==> config.mk <==
export PLATFORM = sky130hd
export DESIGN_NAME = sync_word_loader
export DESIGN_NICKNAME = d
export VERILOG_FILES = /design/src/rtl/sync_word_pkg.sv /design/src/rtl/sync_word_loader.sv
export SDC_FILE = /design/constraint.sdc
export NUM_CORES = 2
export LEC_CHECK = 0
export ABC_AREA = 1
export CAP_MARGIN = 20
export CORE_ASPECT_RATIO = 0.8
export CORE_MARGIN = 4
export CORE_UTILIZATION = 60
export CTS_CLUSTER_DIAMETER = 30
export DETAILED_ROUTE_END_ITERATION = 7
export HOLD_SLACK_MARGIN = 0.08
export PLACE_DENSITY_LB_ADDON = 0.08
export SKIP_CTS_REPAIR_TIMING = 1
export SLEW_MARGIN = 30
export SYNTH_ARGS = -nofsm -noshare
export SYNTH_HDL_FRONTEND = slang
export SYNTH_SLANG_ARGS = --single-unit
==> constraint.sdc <==
create_clock -name s_axis_config_aclk -period 4.87 [get_ports s_axis_config_aclk]
set_input_delay 0.487 -clock s_axis_config_aclk [delete_from_list [all_inputs] [get_ports s_axis_config_aclk]]
set_output_delay 0.487 -clock s_axis_config_aclk [all_outputs]
set_load 0.01 [all_outputs]
==> src/rtl/sync_word_pkg.sv <==
// sync_word_pkg: shared FSM state type, sizing helper and error-flag
// bit positions for the sync word loader.
package sync_word_pkg;

    typedef enum logic [1:0] {
        FILL    = 2'd0,
        DRAIN   = 2'd1,
        PENDING = 2'd2
    } state_t;

    localparam int ERR_SHORT = 0;
    localparam int ERR_LONG  = 1;

    function automatic int beats_for(input int carriers, input int width);
        return (carriers + width - 1) / width;
    endfunction

endpackage

==> src/rtl/sync_word_loader.sv <==
// sync_word_loader: double-buffered sync word loader. A config packet fills
// a shadow register; a good packet commits it to sync_word atomically.
// Ports:
//   s_axis_config_aclk/aresetn  clock, async active-low reset
//   s_axis_config_t*            AXI-Stream config slave (tstrb ignored)
//   frame_boundary              commit strobe from the framer
//   sync_word, sync_word_valid  active word and "ever committed" flag
//   commit, load_error          single-cycle event pulses
//   err_status                  sticky {long, short} packet error flags
module sync_word_loader
    import sync_word_pkg::*;
#(
    parameter int USED_CARRIERS      = 800,
    parameter int S_AXIS_TDATA_WIDTH = 32,
    parameter bit COMMIT_ON_BOUNDARY = 1'b1
) (
    input  logic                            s_axis_config_aclk,
    input  logic                            s_axis_config_aresetn,
    output logic                            s_axis_config_tready,
    input  logic [S_AXIS_TDATA_WIDTH-1:0]   s_axis_config_tdata,
    input  logic [S_AXIS_TDATA_WIDTH/8-1:0] s_axis_config_tstrb,
    input  logic                            s_axis_config_tlast,
    input  logic                            s_axis_config_tvalid,
    input  logic                            frame_boundary,
    output logic [USED_CARRIERS-1:0]        sync_word,
    output logic                            sync_word_valid,
    output logic                            commit,
    output logic                            load_error,
    output logic [1:0]                      err_status
);

    localparam int W     = S_AXIS_TDATA_WIDTH;
    localparam int BEATS = beats_for(USED_CARRIERS, W);
    localparam int CW    = $clog2(BEATS + 1);
    localparam int SW    = BEATS * W;
    localparam int OW    = (SW > 1) ? $clog2(SW) : 1;
    localparam logic [CW-1:0] LAST = CW'(BEATS - 1);

    state_t          state, state_n;
    logic [CW-1:0]   beat_cnt, cnt_n;
    logic [SW-1:0]   shadow, shadow_n;
    logic [OW-1:0]   ofs;
    logic [1:0]      err_n;
    logic            commit_n;
    logic            error_n;
    logic            load_word;
    logic            accept;
    logic            unused_tstrb;

    assign unused_tstrb         = ^s_axis_config_tstrb;
    assign s_axis_config_tready = (state != PENDING);
    assign accept = s_axis_config_tvalid && s_axis_config_tready;
    assign ofs    = OW'(beat_cnt) * OW'(W);

    always_comb begin
        state_n   = state;
        cnt_n     = beat_cnt;
        shadow_n  = shadow;
        err_n     = err_status;
        commit_n  = 1'b0;
        error_n   = 1'b0;
        load_word = 1'b0;
        unique case (state)
            FILL: begin
                if (accept) begin
                    shadow_n[ofs +: W] = s_axis_config_tdata;
                    if (s_axis_config_tlast && beat_cnt == LAST) begin
                        err_n   = 2'b00;
                        cnt_n   = '0;
                        state_n = PENDING;
                        // Without boundary gating the word goes out at the
                        // same edge that stores the final beat.
                        if (!COMMIT_ON_BOUNDARY) begin
                            load_word = 1'b1;
                            commit_n  = 1'b1;
                        end
                    end else if (s_axis_config_tlast) begin
                        error_n          = 1'b1;
                        err_n[ERR_SHORT] = 1'b1;
                        cnt_n            = '0;
                    end else if (beat_cnt == LAST) begin
                        error_n         = 1'b1;
                        err_n[ERR_LONG] = 1'b1;
                        cnt_n           = '0;
                        state_n         = DRAIN;
                    end else begin
                        cnt_n = beat_cnt + CW'(1);
                    end
                end
            end
            DRAIN: begin
                if (accept && s_axis_config_tlast) begin
                    cnt_n   = '0;
                    state_n = FILL;
                end
            end
            PENDING: begin
                if (!COMMIT_ON_BOUNDARY) begin
                    state_n = FILL;
                end else if (frame_boundary) begin
                    load_word = 1'b1;
                    commit_n  = 1'b1;
                    state_n   = FILL;
                end
            end
            default: state_n = FILL;
        endcase
    end

    always_ff @(posedge s_axis_config_aclk or negedge s_axis_config_aresetn) begin
        if (!s_axis_config_aresetn) begin
            state           <= FILL;
            beat_cnt        <= '0;
            shadow          <= '0;
            sync_word       <= '0;
            sync_word_valid <= 1'b0;
            commit          <= 1'b0;
            load_error      <= 1'b0;
            err_status      <= 2'b00;
        end else begin
            state      <= state_n;
            beat_cnt   <= cnt_n;
            shadow     <= shadow_n;
            commit     <= commit_n;
            load_error <= error_n;
            err_status <= err_n;
            if (load_word) begin
                // Slicing drops the padding bits of the final beat.
                sync_word       <= shadow_n[USED_CARRIERS-1:0];
                sync_word_valid <= 1'b1;
            end
        end
    end

endmodule

Word-level counts from Yosys, hierarchy flattened
Index checks and enable logic that the tools add are counted.
W data, S select, Z words.
Word-level totals
  output and inout port bits: 806
  flip-flop bits (word level): 1612
  logic and storage cells: 61
  input bits: 41
Operators by class
  reduce and logical (&&, ||, !) cells: 11
  shifts and indexed selects: 2
  equality and inequality tests: 10
  muxes and demuxes: 27
  add/subtract/negate cells: 2
Operators by type and width (number)
  $mux W800: 2
  $bwmux W800: 1
  $shift A32 B12 Y800 const A: 1
  $shiftx A32 B12 Y800: 1
  $mux W5: 5
  $mux W2: 7
  $neg A10 Y12: 1
  $mux W1: 10
  $pmux W5 S2: 1
  $ne A2 B2 Y1 const B: 4
  $ne A3 B3 Y1 const B: 2
  $pmux W2 S3: 1
  $reduce_and A3 Y1: 2
  $reduce_bool A2 Y1: 3
  $add A5 B1 Y5 const B: 1
  $eq A5 B5 Y1 const B: 1
  $reduce_and A5 Y1: 1
  $reduce_and A4 Y1: 1
  $logic_and A1 B1 Y1: 3
  $eq A2 B1 Y1 const B: 1
  $eq A2 B2 Y1 const B: 1
  $logic_not A2 Y1: 1
  $ne A2 B1 Y1 const B: 1

Longest topological paths before layout
  depth in word-level cells: 6
  gate-level depth with buffers: 15
  mapped depth without buffers: 13

Worst setup path before layout
Ideal clock, no wire load.
  path type: reg-to-reg
  from: reg beat_cnt[0]
  to: reg shadow[260]
  stages on the path, launching flop included: 12
  library setup time: 0.113 ns
  arrival: 2.054 ns
  slack: 2.703 ns
  path buffers: 3
  required time: 4.757 ns
  cells stage by stage: dfrtp_1 > inv_1 > ha_1 > buf_2 > nor2_1 > nand3_1 > nor2_1 > buf_2 > buf_1 > nand3_1 > nand2_1 > inv_1
On the way
  word-level cells in the longest chain between the ends: 5
  elaborated cells between the ends (all ways): 6
RTL lines
  from (decl): RTL line sync_word_loader.sv:40  | logic [CW-1:0] beat_cnt, cnt_n;
  from (signal assigned): RTL line sync_word_loader.sv:122  | beat_cnt <= cnt_n;
  $neg A10 Y12 (*): RTL line sync_word_loader.sv:66  | shadow_n[ofs +: W] = s_axis_config_tdata;
  $shiftx A32 B12 Y800 or $shift A32 B12 Y800 (tied branches): RTL line sync_word_loader.sv:66
  $bwmux W800 (*): RTL line sync_word_loader.sv:66
  $mux W800 (*): RTL line sync_word_loader.sv:65  | if (accept) begin
  $mux W800 (*): RTL line sync_word_loader.sv:63  | unique case (state)
  named net shadow_n[260]: RTL line sync_word_loader.sv:41  | logic [SW-1:0] shadow, shadow_n;
  to (signal assigned): RTL line sync_word_loader.sv:123  | shadow <= shadow_n;
  to (decl): RTL line sync_word_loader.sv:41
The timed path passes the listed nets; every way through them passes the cells marked *.
A chain may end at the register's enable or synchronous reset.

Final worst setup path
  from: reg beat_cnt[0]
  to: reg shadow[115]
Same word-level chain as after synthesis.

==> impl_metrics.yaml <==
drt:
  totalWireLength_mm: 246
  drtPass1Iterations: 6
  route.detailed.drc: 0
  drtIter0Drc: 7783
  ant_nets: 0
  via_per_inst: 6.06
  wire_per_inst_um: 24.7
  vias: 60134
floorplan:
  row_count: 109
  io_pins: 847
  die_width_um: 381
  die_area_mm2: 0.117
  initial_core_util_pct: 60.4
  core_area_mm2: 0.110
  die_y_um: 306
grt:
  overflow: 0
  grt_pass1_vias: 57648
  grt_pass1_wl_mm: 366
  antenna_found_initial: 11
  gr-usage-all-layers_pct: 41.4
  grt_max_degree: 223
power:
  powerDensity_mw_per_mm2: 487
  fin_total_pwr_mw: 41.7
  leakagePower_nw: 43.6
  vdd_drop_max_mv: 0.346
setup_path:
  critical_path_class: "reg -> reg"
  crit_fanout: 58
  worstPathArrival_ns: 4.77
  cp-start-kind: "flop"
  endpoint_kind: "flop"
  worstPathRequired_ns: 5.63
sta:
  max-slew-margin-rel_pct: 20.7
  rsz0062_at_grt: "no"
  finalHoldViolations: 0
  tightest_slew_ns: 1.19
  skew_ns: 0.0463
  tns_ns: 0
  finalSetupViolations: 0
  finalCritPeriodShare_pct: 82.4
  slew_viol_final: 0
  fin_crit_ns: 4.01
  max_freq_mhz: 249
logic_synthesis:
  synth_warnings: 0
  ys_seq_elements: 1612
  synthCells: 7639
  async_reset_ff_share_pct: 100
  syn-num-nets: 7688
  synth_edf_count: 0
  ys_types: 31
  syn_avg_cell_area_um2: 8.73
  netlist_area_mm2: 0.0667
  synth-main-ff-cell: "dfrtp_1"
  ys_seq_area_share_pct: 60.5
clocking:
  clockRootBuffer: "clkbuf_16"
  cts_tree: "yes"
  clock-sinks: 1612
  clockBufferDepth: 4
  clk_pin_slew_worst_paths_ns: 0.05
  htreeDepth: 5
  clk-insertion-delay-late_ns: 0.89
  numCtsBuffers: 280
finish:
  layout.nets: 8325
  area_growth_pct: 28.3
  fillers: 7517
  final_common_cell: "nand2_1"
  layout-drive-gt1-share_pct: 7.49
  most-common-layout-cells: "2,828 x nand2_1, 1,610 x dfrtp_1, 909 x nand4_1"
place:
  gp_congestion: 0.904
  dp_hpwl_mm: 151
  io_buffers: 842
worst_hold_path:
  hp-class: "in -> reg"
run:
  maxCapViolations: 0
outcome:
  outcome: "finished, final reports clean"
==> cells in the mapped netlist, types with 2 or more instances <==
master,count,area (um^2)
o21ai_1,141,706
buf_2,86,430
inv_2,12,45.0
nand3_2,5,50.1
nor2_2,8,50.1
nand3_1,181,906
nor2_4,3,33.8
nor2_1,285,1070
ha_1,8,100
o21a_1,26,195
nand2_2,6,37.5
dfrtp_1,1612,40300
buf_4,11,82.6
nand2_1,2832,10600
nand3_4,2,35.0
inv_1,580,2180
nand4_1,909,5690
nor3_1,23,115
buf_6,9,101
clkbuf_1,417,1570
o21ai_0,388,1940
buf_1,82,308
a21oi_1,5,25.0
==> report_power, final <==
| part | switching, mW | internal (mW) | leakage [nW] |
|---|---|---|---|
| logic | 3.35 | 1.60 | 18.4 |
| clock network | 6.72 | 13.3 | 4.68 |
| registers | 1.24 | 15.4 | 20.5 |
| total | 11.3 | 30.4 | 43.6 |
==> routing by layer <==
layer	track usage (%)	wire length, um	part of all wire (%)	vias up
met1	53.9	90400	37	29592
met2	59.6	107000	44	3641
met4	26.4	18300	7.5	16
li1	-	-	-	26085
met3	14.5	29600	12	800
met5	0.805	233	0.095	-
==> worst max-delay path, cell delays in order, from the launching register on <==
cell	delay, ns
dfrtp_4	0.46
inv_1	0.22
nand3_1	0.26
nand2_4	0.51
buf_4	0.74
nor2_1	0.14
nand2_1	0.56
inv_2	0.57
nor2_1	0.33
nor2_1	0.08
==> kinds of logic after synthesis <==
| family | after synthesis | share of synthesized area [%] |
|---|---|---|
| buf+inv | 1199 | 7.07 |
| fa+ha+maj | 8 | 0.150 |
| compound gates | 563 | 4.34 |
| flops | 1612 | 60.5 |
| simple gates | 4257 | 28.0 |
==> state kept, by name (all words and copies together) (netlist names) <==
register,count
shadow,800
sync_word,800
beat_cnt,5
err_status,2
state,2
commit,1
load_error,1
sync_word_valid,1
==> layout make-up <==
type,instances,area (um^2),share of cell area (%)
inverter,594,2240,2.62
clock buffer,353,7840,9.16
tap,1443,1810,2.11
sequential,1612,40300,47.2
multi-input combinational,4828,21800,25.4
antenna,11,27.5,0.0322
timing repair buffer,960,9760,11.4
clock inverter,127,1760,2.06
==> worst paths after layout <==
| path | from | to | slack, ns | cells after the start |
|---|---|---|---|---|
| max | beat_cnt[0]$_DFFE_PN0P_ | shadow[115]$_DFF_PN0_ | 0.86 | 9 |
| min | frame_boundary | sync_word[754]$_DFFE_PN0P_ | 0.11 | 3 |
| max reg2reg | beat_cnt[0]$_DFFE_PN0P_ | shadow[115]$_DFF_PN0_ | 0.86 | 9 |
| min reg2reg | sync_word[90]$_DFFE_PN0P_ | sync_word[90]$_DFFE_PN0P_ | 0.47 | 2 |
| max in group asynchronous | s_axis_config_aresetn | shadow[306]$_DFF_PN0_ | 3.09 | 3 |
| min in group asynchronous | s_axis_config_aresetn | sync_word[147]$_DFFE_PN0P_ | 0.27 | 2 |
==> stage by stage <==
stage	instances	hold slack, ns	worst slack (ns)	utilization [%]	cell area, um^2
6_report	9928	0.115	0.857	77.4	85500
5_1_grt	9918	0.135	0.637	77.4	85500
4_1_cts	9914	-0.368	0.934	77.3	85400
3_5_place_dp	9434	0.457	0.974	68.7	75800
3_3_place_gp	9429	0.453	1.04	68.5	75700
2_1_floorplan	7639	0.191	2.70	-	66700
No activity file was read; power rests on OpenSTA's default activity.
